===== config.mk =====
export PLATFORM = sky130hd
export DESIGN_NAME = bus_size_sequencer
export DESIGN_NICKNAME = d
export VERILOG_FILES = /design/src/rtl/bus_size_sequencer.sv
export SDC_FILE = /design/constraint.sdc
export NUM_CORES = 1
export LEC_CHECK = 0
export ABC_AREA = 0
export CAP_MARGIN = 20
export CORE_ASPECT_RATIO = 1.5
export CORE_MARGIN = 2
export CORE_UTILIZATION = 40
export DETAILED_ROUTE_END_ITERATION = 7
export GPL_ROUTABILITY_DRIVEN = 0
export GPL_TIMING_DRIVEN = 0
export HOLD_SLACK_MARGIN = 0.12
export MAX_ROUTING_LAYER = met4
export PLACE_DENSITY = 0.65
export SETUP_SLACK_MARGIN = 0.3
export SLEW_MARGIN = 20
export SYNTH_ARGS = -nofsm -noshare
export SYNTH_HDL_FRONTEND = slang
export SYNTH_SLANG_ARGS = --single-unit

===== constraint.sdc =====
create_clock -name CLK -period 4.7 [get_ports CLK]
set_input_delay 0.47 -clock CLK [delete_from_list [all_inputs] [get_ports CLK]]
set_output_delay 0.47 -clock CLK [all_outputs]
set_load 0.02 [all_outputs]

===== src/rtl/bus_size_sequencer.sv =====
// Initiator-side dynamic bus sizing sequencer: splits one operand transfer into
// bus cycles sized by the responder's DSACK port width, driving A[1:0]/SIZ[1:0].
module bus_size_sequencer #(
  parameter int unsigned TIMEOUT = 255
) (
  input  logic       CLK,
  input  logic       RST,
  input  logic       REQ,
  input  logic [1:0] REQ_A,
  input  logic [1:0] REQ_SIZ,
  input  logic       REQ_RNW,
  input  logic [1:0] DSACK,
  output logic       BUSY,
  output logic       AS,
  output logic [1:0] A,
  output logic [1:0] SIZ,
  output logic       RNW,
  output logic [1:0] OFS,
  output logic       CARRY,
  output logic       DONE,
  output logic       BERR
);

  localparam logic [1:0] S_IDLE = 2'd0;
  localparam logic [1:0] S_CYC  = 2'd1;
  localparam logic [1:0] S_GAP  = 2'd2;

  localparam logic [7:0] TMO_LAST = 8'(TIMEOUT - 1);

  logic [1:0] state;
  logic [2:0] rem;
  logic [1:0] addr;
  logic [7:0] tcnt;

  logic [2:0] width;
  logic [2:0] amod;
  logic [2:0] avail;
  logic [2:0] nbytes;
  logic [2:0] sum;
  logic [2:0] rem_next;

  // Bytes moved this cycle: limited by remaining count and by the distance from
  // the current address to the end of the acknowledging port's width.
  always_comb begin
    width = 3'd0;
    amod  = 3'd0;
    case (DSACK)
      2'b01: begin width = 3'd1; amod = 3'd0;                end
      2'b10: begin width = 3'd2; amod = {2'b00, addr[0]};    end
      2'b11: begin width = 3'd4; amod = {1'b0, addr};        end
      default: begin width = 3'd0; amod = 3'd0;              end
    endcase
    avail    = width - amod;
    nbytes   = (rem < avail) ? rem : avail;
    sum      = {1'b0, addr} + nbytes;
    rem_next = rem - nbytes;
  end

  always_ff @(posedge CLK) begin
    if (RST) begin
      state <= S_IDLE;
      rem   <= '0;
      addr  <= '0;
      tcnt  <= '0;
      RNW   <= 1'b0;
      OFS   <= '0;
      CARRY <= 1'b0;
      DONE  <= 1'b0;
      BERR  <= 1'b0;
    end else begin
      DONE <= 1'b0;
      BERR <= 1'b0;
      case (state)
        S_IDLE: begin
          // The DONE/BERR cycle still counts as busy, so REQ is not taken there.
          if (REQ && !DONE && !BERR) begin
            state <= S_CYC;
            addr  <= REQ_A;
            rem   <= (REQ_SIZ == 2'b00) ? 3'd4 : {1'b0, REQ_SIZ};
            RNW   <= REQ_RNW;
            OFS   <= '0;
            CARRY <= 1'b0;
            tcnt  <= '0;
          end
        end
        S_CYC: begin
          if (DSACK != 2'b00) begin
            addr  <= sum[1:0];
            CARRY <= CARRY | sum[2];
            OFS   <= OFS + nbytes[1:0];
            rem   <= rem_next;
            // Each bus cycle gets the full timeout window.
            tcnt  <= '0;
            if (rem_next == 3'd0) begin
              DONE  <= 1'b1;
              state <= S_IDLE;
            end else begin
              state <= S_GAP;
            end
          end else if (tcnt == TMO_LAST) begin
            BERR  <= 1'b1;
            state <= S_IDLE;
          end else begin
            tcnt <= tcnt + 8'd1;
          end
        end
        S_GAP: begin
          state <= S_CYC;
        end
        default: begin
          state <= S_IDLE;
        end
      endcase
    end
  end

  assign AS   = (state == S_CYC);
  assign BUSY = (state != S_IDLE) || DONE || BERR;
  assign A    = addr;
  assign SIZ  = rem[1:0];

endmodule


---- Word level (Yosys, flattened, before mapping) ----
Index checks and enable logic that the tools add are counted.
W data, S select, Z words.
operators by class
  reduce and logical (&&, ||, !) cells .... 18
  equality and inequality tests ........... 10
  muxes and demuxes ....................... 27
  order comparisons ....................... 1
  add/sub/neg operators ................... 5
  bitwise operators ....................... 3
operators with widths
  kind                   count
  $mux W8                3
  $mux W2                8
  $pmux W8 S2            1
  $mux W3                4
  $pmux W2 S2            3
  $pmux W3 S3            1
  $add A8 B1 Y8 const B  1
  $eq A8 B8 Y1 const B   1
  $eq A2 B2 Y1 const B   3
  $pmux W2 S3            1
  $pmux W3 S2            1
  $reduce_and A3 Y1      2
  $reduce_bool A2 Y1     3
  $reduce_or A3 Y1       2
  $sub A3 B3 Y3          2
  $eq A2 B1 Y1 const B   2
  $logic_not A2 Y1       2
  $mux W1                4
  $reduce_and A2 Y1      2
  $add A2 B3 Y3          1
  $logic_not A3 Y1       1
  $lt A3 B3 Y1           1
  $ne A3 B1 Y1 const B   1
  $ne A3 B3 Y1 const B   1
  9 further kinds        13
word-level totals
  logic and storage cells ................. 73
  output and inout port bits .............. 12
  input bits .............................. 10
  flip-flop bits (word level) ............. 21

---- Longest topological paths before layout ----
  depth after elaboration ................. 10
  mapped depth ............................ 18
  gate-level depth less buffers ........... 17

---- Least setup slack after synthesis ----
OpenSTA, ideal clock, no wires.
  path kind ............................... input to register
  from .................................... input port DSACK[0]
  to ...................................... register DONE
  cell stages on the path ................. 16
  slack ................................... 1.526 ns
  arrival time ............................ 3.114 ns
  library setup time ...................... 0.060 ns
  path through ............................ inv_1 -> o21ai_0 -> ha_1 -> o21ai_0 -> inv_1 -> ha_1 -> or3_1 -> o22a_1 -> buf_2 -> a21oi_1 -> ha_1 -> inv_1 -> fa_1 -> xnor2_1 -> nor3b_1 -> and2_1
on the way
  word-level cells in the longest chain between the ends .. 8
  elaborated cells between the ends (all ways) .. 14
RTL lines
  element                                              line  source
  start: declaration                                   12    input logic [1:0] DSACK,
  $eq A2 B2 Y1 / $eq A2 B1 Y1 (equally long branches)  47    case (DSACK)
  $pmux W3 S3 / $pmux W2 S2 (equally long branches)    47
  $sub A3 B3 Y3                                        53    avail = width - amod;
  $lt A3 B3 Y1                                         54    nbytes = (rem < avail) ? rem : avail;
  $mux W3                                              54
  $sub A3 B3 Y3                                        56    rem_next = rem - nbytes;
  $logic_not A3 Y1                                     94    if (rem_next == 3'd0) begin
  $mux W1                                              94
  end signal: assignment                               68    DONE <= 1'b0;
  end signal: assignment                               71    DONE <= 1'b0;
  end signal: assignment                               95    DONE <= 1'b1;
  end: declaration                                     20    output logic DONE,
Several ways; a longest one is shown, not always the timed one.
A chain may end at the register's enable or synchronous reset.

---- Worst setup path after layout ----
  from .................................... input port DSACK[1]
  to ...................................... register DONE
Same word-level chain as after synthesis.

==> impl_metrics.tcl <==
set metrics [dict create \
    die_area_mm2 0.00382 \
    syn_to_final_growth_pct 23.0 \
    synth_nets 173 \
    clk_pin_slew_worst_paths_ns 0.08 \
    die_width_um 51.1 \
    skew_ns 0.00172 \
    worstSkewPairLatency_ns 0.26 \
    worst-path-max-fanout 8 \
    min_path_cells 1 \
    final_max_slew_viol_count 0 \
    cts_post_setup_buffers_inserted 0 \
    finalHoldViolations 0 \
    cts_tree "built" \
    status "complete, no violations" \
    rsz0062_at_grt "false" \
    ys_seq_area_share_pct 31.6 \
    yosys_most_used_dff "dfxtp_1" \
    diodes 0 \
    grtUsageTotal_pct 18.8 \
    grt_pass1_wl_um 5240 \
    hpwl_um 2360 \
    clock_sinks 21 \
    ys_types 43 \
    cts_inserted_buffers 3 \
    drtIter0Drc 22 \
    max_freq_ghz 0.254 \
    power.leakage_uw 0.000617 \
    yosysWarnings 0 \
    powerDensity_mw_per_mm2 362 \
    grt_max_degree 13 \
    grt_pass1_vias 1210 \
    worst_ep_arrival_time_ns 4.14 \
    placementRows 25 \
    hold_buffers 0 \
    vias 1165 \
    final_util_pct 51.8 \
    dpl_worst_slack_ns 0.490 \
    cp.required_ns 4.91 \
    setup_ws_ns 0.769 \
    ys_async_sr_fraction_pct 0 \
    tightestPinTransition_ns 0.596 \
    via_per_inst 5.39 \
    avgSynthCellArea_um2 8.82 \
    port_buffers 21 \
    setup_viol 0 \
    post-route-period-util_pct 83.6 \
    grt-ovfl-total 0 \
    h-tree-depth 1 \
    initial_core_util_pct 42.1 \
    wl_um 3070 \
    drive_above_1_share_pct 11.4 \
    netlist_instances 151 \
    drt_pre_antenna_iters 4 \
    mostFrequentLayoutCells "dfxtp_1 (21), clkdlybuf4s50_1 (21), nor2_1 (18), ha_1 (10)" \
    route.detailed.drc 0 \
    cp-end-kind "flop" \
    pin_count 22 \
    cts_buffer_depth 2 \
    startpoint_type "input pin" \
    ant_nets 0 \
    synth_edf_count 0 \
    ff2ff_path_depth 15 \
    hp-class "flop to flop" \
    drv_cap 0 \
    fp.dieH_um 74.7 \
    ir_drop_uv 193 \
    finalSetupTns_ns 0 \
    finalCriticalPeriod_ns 3.93 \
    root_buffer "clkbuf_8" \
    cts.repair.resized 0 \
    ys_ff_latch 21 \
    fin_nets 199 \
    routedWlPerCell_um 14.2 \
    core_mm2 0.00316 \
    antenna_found_initial 0 \
    slew_headroom_pct 60.2 \
    syn-cell-area_mm2 0.00133 \
    critical_path_class "input pin to flop" \
]
==> cells by family after synthesis <==
| group | after synthesis | synth area share (%) |
|---|---|---|
| AOI/OAI and AO/OA | 26 | 14.0 |
| xor gates and xnor gates | 8 | 5.26 |
| adders and majority gates | 12 | 12.4 |
| buffers and inverters | 15 | 5.54 |
| DFF | 21 | 31.6 |
| muxes | 3 | 2.26 |
| and+or+nand+nor | 66 | 28.9 |
==> worst paths after layout <==
| check | start | slack [ns] | end |
|---|---|---|---|
| setup / recovery | DSACK[1] | 0.77 | DONE$_SDFF_PP0_ |
| hold / removal | OFS[1]$_SDFFE_PP0P_ | 0.49 | OFS[1]$_SDFFE_PP0P_ |
| setup reg to reg | A[1]$_SDFFE_PP0P_ | 1.19 | DONE$_SDFF_PP0_ |
| hold reg to reg | OFS[1]$_SDFFE_PP0P_ | 0.49 | OFS[1]$_SDFFE_PP0P_ |
==> worst max-delay path: stages <==
cell	delay, ns
clkdlybuf4s50_1	0.61
o21ai_0	0.13
ha_1	0.23
o21ai_0	0.22
inv_1	0.10
ha_1	0.20
or3_1	0.30
o22a_1	0.15
buf_2	0.17
a21oi_1	0.33
ha_1	0.21
inv_1	0.05
fa_1	0.37
xnor2_1	0.16
nor3b_1	0.26
and2_1	0.18
==> power by group <==
part / total, µW / switching, µW / internal, µW
clock: 119 / 59.7 / 59.1
combinational: 259 / 138 / 121
sequential: 215 / 21.4 / 193
total: 593 / 219 / 374
==> layout make-up <==
class                   count  area (µm²)
plain buffers               6        40.0
clock buffers               3        41.3
repair buffers             21         210
well taps                  40        50.0
clock inverters             1        5.00
multi-input cells         115         837
flip-flops and latches     21         420
inverters                   9        33.8
fillers                   308        1520
==> synthesized netlist by cell type (3+ instances only) <==
cell type | instances | area [µm²]
dfxtp_1 | 21 | 420
nor2_1 | 18 | 67.6
ha_1 | 10 | 125
a21oi_1 | 9 | 45.0
inv_1 | 9 | 33.8
nor3_1 | 9 | 45.0
xnor2_1 | 8 | 70.1
nand2_1 | 7 | 26.3
nand3_1 | 4 | 20.0
nor3b_1 | 4 | 30.0
a211oi_1 | 3 | 22.5
mux2i_1 | 3 | 30.0
nand2b_1 | 3 | 18.8
or3_1 | 3 | 18.8
==> routing by layer <==
metal	GRT usage (%)	part of all wire (%)
met2	32.8	53
met5	-	0
met4	13.5	4.3
met3	2.38	2.6
met1	19.4	40
==> stage by stage <==
step	hold slack, ns	power, µW	instance area, µm²	cells
after detailed placement	0.471	476	1590	212
final	0.489	593	1640	216
after floorplan	0.484	396	1330	151
after global routing	0.523	637	1640	216
after CTS	0.492	596	1640	216
after global placement	0.466	467	1590	212
==> registers in the layout, indices dropped and copies added, names as in the netlist <==
| name | count |
|---|---|
| tcnt | 8 |
| rem | 3 |
| A | 2 |
| OFS | 2 |
| state | 2 |
| BERR | 1 |
| CARRY | 1 |
| DONE | 1 |
| RNW | 1 |
No activity file was read; power rests on OpenSTA's default activity.
